===== src/rtl/rom_image_loader.sv =====
// rom_image_loader: fills a block-RAM image from a valid/ready byte stream,
// then reads every written word back through the synchronous read port and
// compares the wrapped sum of what came back with the sum of what was written.
module rom_image_loader #(
    parameter int ADDR_WIDTH = 14,
    parameter int DATA_WIDTH = 8
) (
    input  logic                  clock,
    input  logic                  reset,
    input  logic                  start,
    input  logic [ADDR_WIDTH:0]   length,
    input  logic [DATA_WIDTH-1:0] s_data,
    input  logic                  s_valid,
    output logic                  s_ready,
    output logic [ADDR_WIDTH-1:0] mem_address,
    output logic [DATA_WIDTH-1:0] mem_wdata,
    output logic                  mem_we,
    output logic                  mem_enable,
    input  logic [DATA_WIDTH-1:0] mem_rdata,
    output logic                  busy,
    output logic                  done,
    output logic                  error,
    output logic [DATA_WIDTH-1:0] checksum
);

    // Image size, one bit wider than the address so a full image is representable.
    localparam logic [ADDR_WIDTH:0] SIZE = {1'b1, {ADDR_WIDTH{1'b0}}};
    localparam logic [ADDR_WIDTH:0] ONE  = {{ADDR_WIDTH{1'b0}}, 1'b1};

    typedef enum logic [2:0] {
        ST_IDLE,
        ST_LOAD,
        ST_VERIFY,
        ST_CHECK,
        ST_DONE,
        ST_ERROR
    } state_t;

    state_t                state_q, state_d;
    logic [ADDR_WIDTH:0]   count_q, count_d;
    logic [ADDR_WIDTH:0]   len_q, len_d;
    logic [DATA_WIDTH-1:0] sum_q, sum_d;
    logic [DATA_WIDTH-1:0] rsum_q, rsum_d;
    logic                  pending_q, pending_d;
    logic                  last_word;

    // count_q has reached the final word of the image being loaded or read.
    assign last_word = (count_q == (len_q - ONE));

    // State register and counters; reset aborts any operation in flight.
    always_ff @(posedge clock or posedge reset) begin
        if (reset) begin
            state_q   <= ST_IDLE;
            count_q   <= '0;
            len_q     <= '0;
            sum_q     <= '0;
            rsum_q    <= '0;
            pending_q <= 1'b0;
        end else begin
            state_q   <= state_d;
            count_q   <= count_d;
            len_q     <= len_d;
            sum_q     <= sum_d;
            rsum_q    <= rsum_d;
            pending_q <= pending_d;
        end
    end

    // Next-state logic plus the memory/stream strobes, all decoded from state.
    always_comb begin
        state_d     = state_q;
        count_d     = count_q;
        len_d       = len_q;
        sum_d       = sum_q;
        rsum_d      = rsum_q;
        pending_d   = 1'b0;
        s_ready     = 1'b0;
        mem_we      = 1'b0;
        mem_enable  = 1'b0;
        mem_address = '0;
        mem_wdata   = '0;

        // A read issued last cycle has its data on mem_rdata now.
        if (pending_q) begin
            rsum_d = rsum_q + mem_rdata;
        end

        case (state_q)
            ST_IDLE, ST_DONE, ST_ERROR: begin
                if (start) begin
                    sum_d   = '0;
                    rsum_d  = '0;
                    count_d = '0;
                    if (length == '0) begin
                        state_d = ST_DONE;
                    end else if (length > SIZE) begin
                        state_d = ST_ERROR;
                    end else begin
                        state_d = ST_LOAD;
                        len_d   = length;
                    end
                end
            end

            ST_LOAD: begin
                s_ready = 1'b1;
                if (s_valid) begin
                    mem_we      = 1'b1;
                    mem_address = count_q[ADDR_WIDTH-1:0];
                    mem_wdata   = s_data;
                    sum_d       = sum_q + s_data;
                    if (last_word) begin
                        state_d = ST_VERIFY;
                        count_d = '0;
                    end else begin
                        count_d = count_q + ONE;
                    end
                end
            end

            ST_VERIFY: begin
                mem_enable  = 1'b1;
                mem_address = count_q[ADDR_WIDTH-1:0];
                pending_d   = 1'b1;
                if (last_word) begin
                    state_d = ST_CHECK;
                    count_d = '0;
                end else begin
                    count_d = count_q + ONE;
                end
            end

            ST_CHECK: begin
                if (rsum_d == sum_q) begin
                    state_d = ST_DONE;
                end else begin
                    state_d = ST_ERROR;
                end
            end

            default: begin
                state_d = ST_IDLE;
            end
        endcase
    end

    assign busy     = (state_q == ST_LOAD) || (state_q == ST_VERIFY) || (state_q == ST_CHECK);
    assign done     = (state_q == ST_DONE);
    assign error    = (state_q == ST_ERROR);
    assign checksum = sum_q;

endmodule


===== config.mk =====
export PLATFORM = sky130hd
export DESIGN_NAME = rom_image_loader
export DESIGN_NICKNAME = d
export VERILOG_FILES = /design/src/rtl/rom_image_loader.sv
export SDC_FILE = /design/constraint.sdc
export NUM_CORES = 1
export LEC_CHECK = 0
export CORE_MARGIN = 2
export CORE_UTILIZATION = 32
export DETAILED_ROUTE_END_ITERATION = 16
export GPL_ROUTABILITY_DRIVEN = 0
export PLACE_DENSITY = 0.53
export SYNTH_ARGS = -nofsm -noshare
export SYNTH_HDL_FRONTEND = slang
export SYNTH_SLANG_ARGS = --single-unit

===== constraint.sdc =====
create_clock -name clock -period 3.7 [get_ports clock]
set_clock_uncertainty 0.15 [all_clocks]
set_input_delay 0.925 -clock clock [delete_from_list [all_inputs] [get_ports clock]]
set_output_delay 0.925 -clock clock [all_outputs]
set_load 0.01 [all_outputs]

# Word-level counts from Yosys, hierarchy flattened
# Cells that the tools add are included.
dict set report totals {
  reg_bits 50
  inputBits 35
  output_inout_bits 36
}
dict set report op_classes {
  add_sub_neg 4
  order_cmp 1
  eq_ne 11
  muxes 26
  bitwise 2
  reduce_logical 11
}
# operator count
set ops {}
lappend ops {{$mux 8} 7}
lappend ops {{$mux 15} 3}
lappend ops {{$pmux 15 s3} 1}
lappend ops {{$pmux 14 s2} 1}
lappend ops {{$mux 3} 6}
lappend ops {{$add 8x8->8} 2}
lappend ops {{$pmux 8 s2} 1}
lappend ops {{$add 15x1->15 const B} 1}
lappend ops {{$eq 15x15->1} 1}
lappend ops {{$gt 15x15->1 const B} 1}
lappend ops {{$logic_not 15->1} 1}
lappend ops {{$sub 15x1->15 const B} 1}
lappend ops {{$mux 14} 1}
lappend ops {{$pmux 3 s4} 1}
lappend ops {{$eq 8x8->1} 1}
lappend ops {{$ne 2x2->1 const B} 4}
lappend ops {{$reduce_and 4->1} 2}
lappend ops {{$eq 3x2->1 const B} 2}
lappend ops {{$eq 3x3->1 const B} 2}
lappend ops {{$reduce_and 3->1} 2}
lappend ops {{$mux 1} 5}
lappend ops {{$eq 3x1->1 const B} 1}
lappend ops {{$logic_not 3->1} 1}
lappend ops {{$reduce_bool 3->1} 1}
lappend ops {{4 further kinds} 6}

# Depth between registers and ports, before layout
dict set report logic_depth {
  ltp_word 5
  mapped_depth 10
}

# Worst setup path after synthesis
# OpenSTA, ideal clock, no wires.
dict set report synth_timing {
  path_kind {input -> output}
  start {input port s_valid}
  end {output port mem_address[0]}
  arrival_ns 2.224
  t_required_ns 2.625
  slack_ns 0.401
  stages 5
  path_cell_list {inv_1 nor3_1 nor2_1 clkbuf_1 nor2b_1}
}
dict set report synth_between {
  elab_chain_len 2
}
# item line
set synth_lines {}
lappend synth_lines {{start, declared} 13} ;# input logic s_valid,
lappend synth_lines {{$mux 14} 107} ;# if (s_valid) begin
lappend synth_lines {{$pmux 14 s2} 88} ;# case (state_q)
lappend synth_lines {{end, declared} 15} ;# output logic [ADDR_WIDTH-1:0] mem_address,
# No other way between the ends.

# Worst setup path in the final report
dict set report layout_timing {
  start {input port s_valid}
  end {output port mem_address[8]}
}
# The elaborated chain is that of the path after synthesis.

==> results.md <==
* Status: complete, no violations
* GR Overflow Total at 0
* FP Rows at 39
* Vias in the first global route at 3152
* Post-route ant nets at 0
* Layout cells sized above 1 at 12.1%
* Area delta synth->final at 33.1%
* Synth Area in Simple Gates at between 20% and 30%
* Largest delay contributor family on the critical path: buffers and inverters
* CP required at 2.62 ns
* Vias per std cell at 5.06
* Leakage power at approximately 2.3 nW
* Worst path cell trace: clkdlybuf4s50_1 > inv_1 > nor3_4 > nor2_4 > nor2b_1 > clkdlybuf4s50_1
* PD cells at between 700 and 800 mW/mm^2
* RR Startpoint: len_q[4]
* Register area share after synthesis at 34.2%
* First-pass GRT wire length at ~16 mm
* Syn_nets at 445
* Maximum clock path buffer count at 2
* Crit path max fanout at 14
* Average wire per standard cell at 14.9 um
* Final Hold Fails at 0
* Layout Utilization at 43.2%
* Crit-path slowest cell: clkdlybuf4s50_1
* Post-synth top area share at between 30 and 40%
* Post-DP HPWL at 7.03 mm
* CP Depth at 6
* Post-layout min period at 3.62 ns
* Synth Area in Compound Gates at 12.8%
* Area leader, netlist: dfrtp_1
* DRC at 0
* Area contributors post-synth: dfrtp_1 34%, xnor2_1 7.7%, ha_1 5.5%
* Port Buffer Count at 70
* Multi-input logic area at 0.00233 mm^2
* Mapped Area at 0.00366 mm^2
* Max stage delay on crit path at ~0.54 ns
* Post-synthesis adder-cell area fraction at under 10%
* Iter 0 DRT Violations at 135
* Post-synthesis mux area share at 6.56%
* Reg2reg end: count_q[13]
* Post-Synthesis Cells at 392
* Clock Sinks at 50
* Worst R2R Setup Slack at 0.52 ns
* Distinct cells, synth at 59
* Final Worst Setup Slack at 0.0755 ns
* Largest net degree at the start of global routing at 51
* Main synth FF type: dfrtp_1
* Fillers at 1131
* Total length of routed wires at 9.19 mm
* Setup WS pre-CTS at -0.364 ns
* CTS H-tree depth at 2
* Crit path to: mem_address[8]
* #FFs+latches synth at 50
* Clock buffer count from CTS at 5
* Clock root buffer: clkbuf_16
* Overall Global Routing Usage at 15.5%
* Fmax achieved at 0.276 GHz
* Die Y-Extent at between 100 and 150 um
* FFs w/ async S/R, synth at 100%
* I/O pins at 71
* Hold Crit Class: flip-flop to flip-flop
* Most common cell after layout, fill and taps aside: clkdlybuf4s50_1
* Vias at ~3100
* Router iterations before antenna repair at 4
* Tcrit/Tclk final at a little over nine tenths
* Setup-failing EPs final at 0
* Antenna Cells at 0
* Max_cap viols at 0
* Crit path top cell by count: clkdlybuf4s50_1
* Final Slew Violations at 0
* Setup crit start: s_valid
* Worst-Margin Slew at 0.635 ns
* Post-Layout Cell Count at a little over 600
* Clock-pin slew on the worst setup and hold paths at 0.07 ns
* Most frequent cells in the layout: 52 x clkdlybuf4s50_1, 50 x dfrtp_1, 42 x nor2_1, 32 x xnor2_1, 21 x nand2_1
* Clock latency on the worst-skew pair at 0.29 ns
* Post-synth EDFFs at 0
* R2R depth at 7
* CP Capture Type: output pin
* Starting Density at 32.5%
* Ys Warns at 0
* Xor and xnor area share after synthesis at 12.6%
* Initial antenna violation count at 0
* Fin Setup TNS at 0 ns
* NumNets Final at 525
* Largest family of logic cells by synthesized area: simple AND/OR/NAND/NOR gates
* Core Box Area at about 0.011 mm^2
* Inst Count DP at 606
* Die Area at 0.0123 mm^2
* Relative slew slack at 56.6%
* FF/Latch Area at 0.00125 mm^2
* Worst Path Buf+Inv at 3
* WS Path Type: input pin to output pin
* Peak supply drop at roughly 0.33 mV
* CP Launch Type: input pin
* Horiz. Die Dim at 111 um
* WP data arrival at 2.55 ns
* Syn avg cell area at 9.34 um^2
* CTS tree: done
[cell usage after synthesis (4+ instances only)]
library cell,n
dfrtp_1,50
nor2_1,43
xnor2_1,32
nand2_1,21
nor2b_1,19
xor2_1,18
ha_1,16
mux2_2,16
a21oi_1,15
inv_1,12
clkbuf_1,10
nor3_1,9
nor4_1,9
o21ai_0,9
and2_1,8
nand3_1,8
a22o_1,7
nand3b_1,7
mux2i_1,6
nand4_1,6
a21o_1,5
and3_1,5
nand2b_1,4
nand4b_1,4
[flip-flops by register name, summed over array words and instances, names as in the netlist]
signal,cells
checksum,8
count_q,15
len_q,15
pending_q,1
rsum_q,8
state_q,3
[cell families (layout without fill, tap and decap cells)]
| logic type | Yosys count | after routing |
|---|---|---|
| DFF | 50 | 50 |
| muxes | 22 | 22 |
| buffers and inverters | 25 | 106 |
| adders and majority gates | 18 | 18 |
| xor gates and xnor gates | 51 | 51 |
| AOI/OAI and AO/OA | 66 | 66 |
| and+or+nand+nor | 160 | 160 |
[how the worst min path moves through the flow]
stage                          from         to  slack (ns)  cells past startpoint
after floorplan           len_q[14]  len_q[14]        0.35                      1
after global placement    len_q[14]  len_q[14]        0.36                      1
after detailed placement  len_q[14]  len_q[14]        0.38                      1
after CTS                 len_q[14]  len_q[14]        0.39                      1
after global routing      len_q[14]  len_q[14]        0.42                      1
final                     len_q[14]  len_q[14]        0.40                      1
[cell type report]
| cell class | instances | area share [%] |
|---|---|---|
| flip-flops and latches | 50 | 25.7 |
| clock inverters | 2 | 1.23 |
| well taps | 143 | 3.67 |
| clock buffers | 6 | 2.85 |
| multi-input cells | 317 | 47.8 |
| repair buffers | 86 | 17.9 |
| inverters | 12 | 0.925 |
[what timing repair did]
action,in CTS,in global routing
buffers inserted,2,0
pin swaps,0,1
hold buffers,0,0
resized for setup,4,19
setup endpoints to repair,14,21
[power by group]
part | leakage [nW] | total (mW) | switching [mW] | internal, mW
registers | 0.652 | 1.04 | 0.299 | 0.736
clock network | 0.0971 | 0.620 | 0.213 | 0.406
logic | 1.59 | 1.88 | 0.902 | 0.975
total | 2.34 | 3.53 | 1.41 | 2.12
[layer usage]
layer	vias up	global-route usage, %	part of all wire [%]	routed length, um
met5	-	0	0	0
met4	0	4.50	1.5	136
met3	12	2.84	3.7	338
met2	59	25.5	47	4360
met1	1494	20.8	47	4350
li1	1554	-	-	-
[stage by stage]
stage	cell area (um^2)	hold slack [ns]	power, mW
after floorplan	3660	0.350	2.30
after global routing	4870	0.425	3.82
after CTS	4820	0.394	3.57
after global placement	4590	0.363	2.88
final	4870	0.397	3.53
after detailed placement	4590	0.377	2.91
Note: power is estimated with default switching activity, not from simulation.
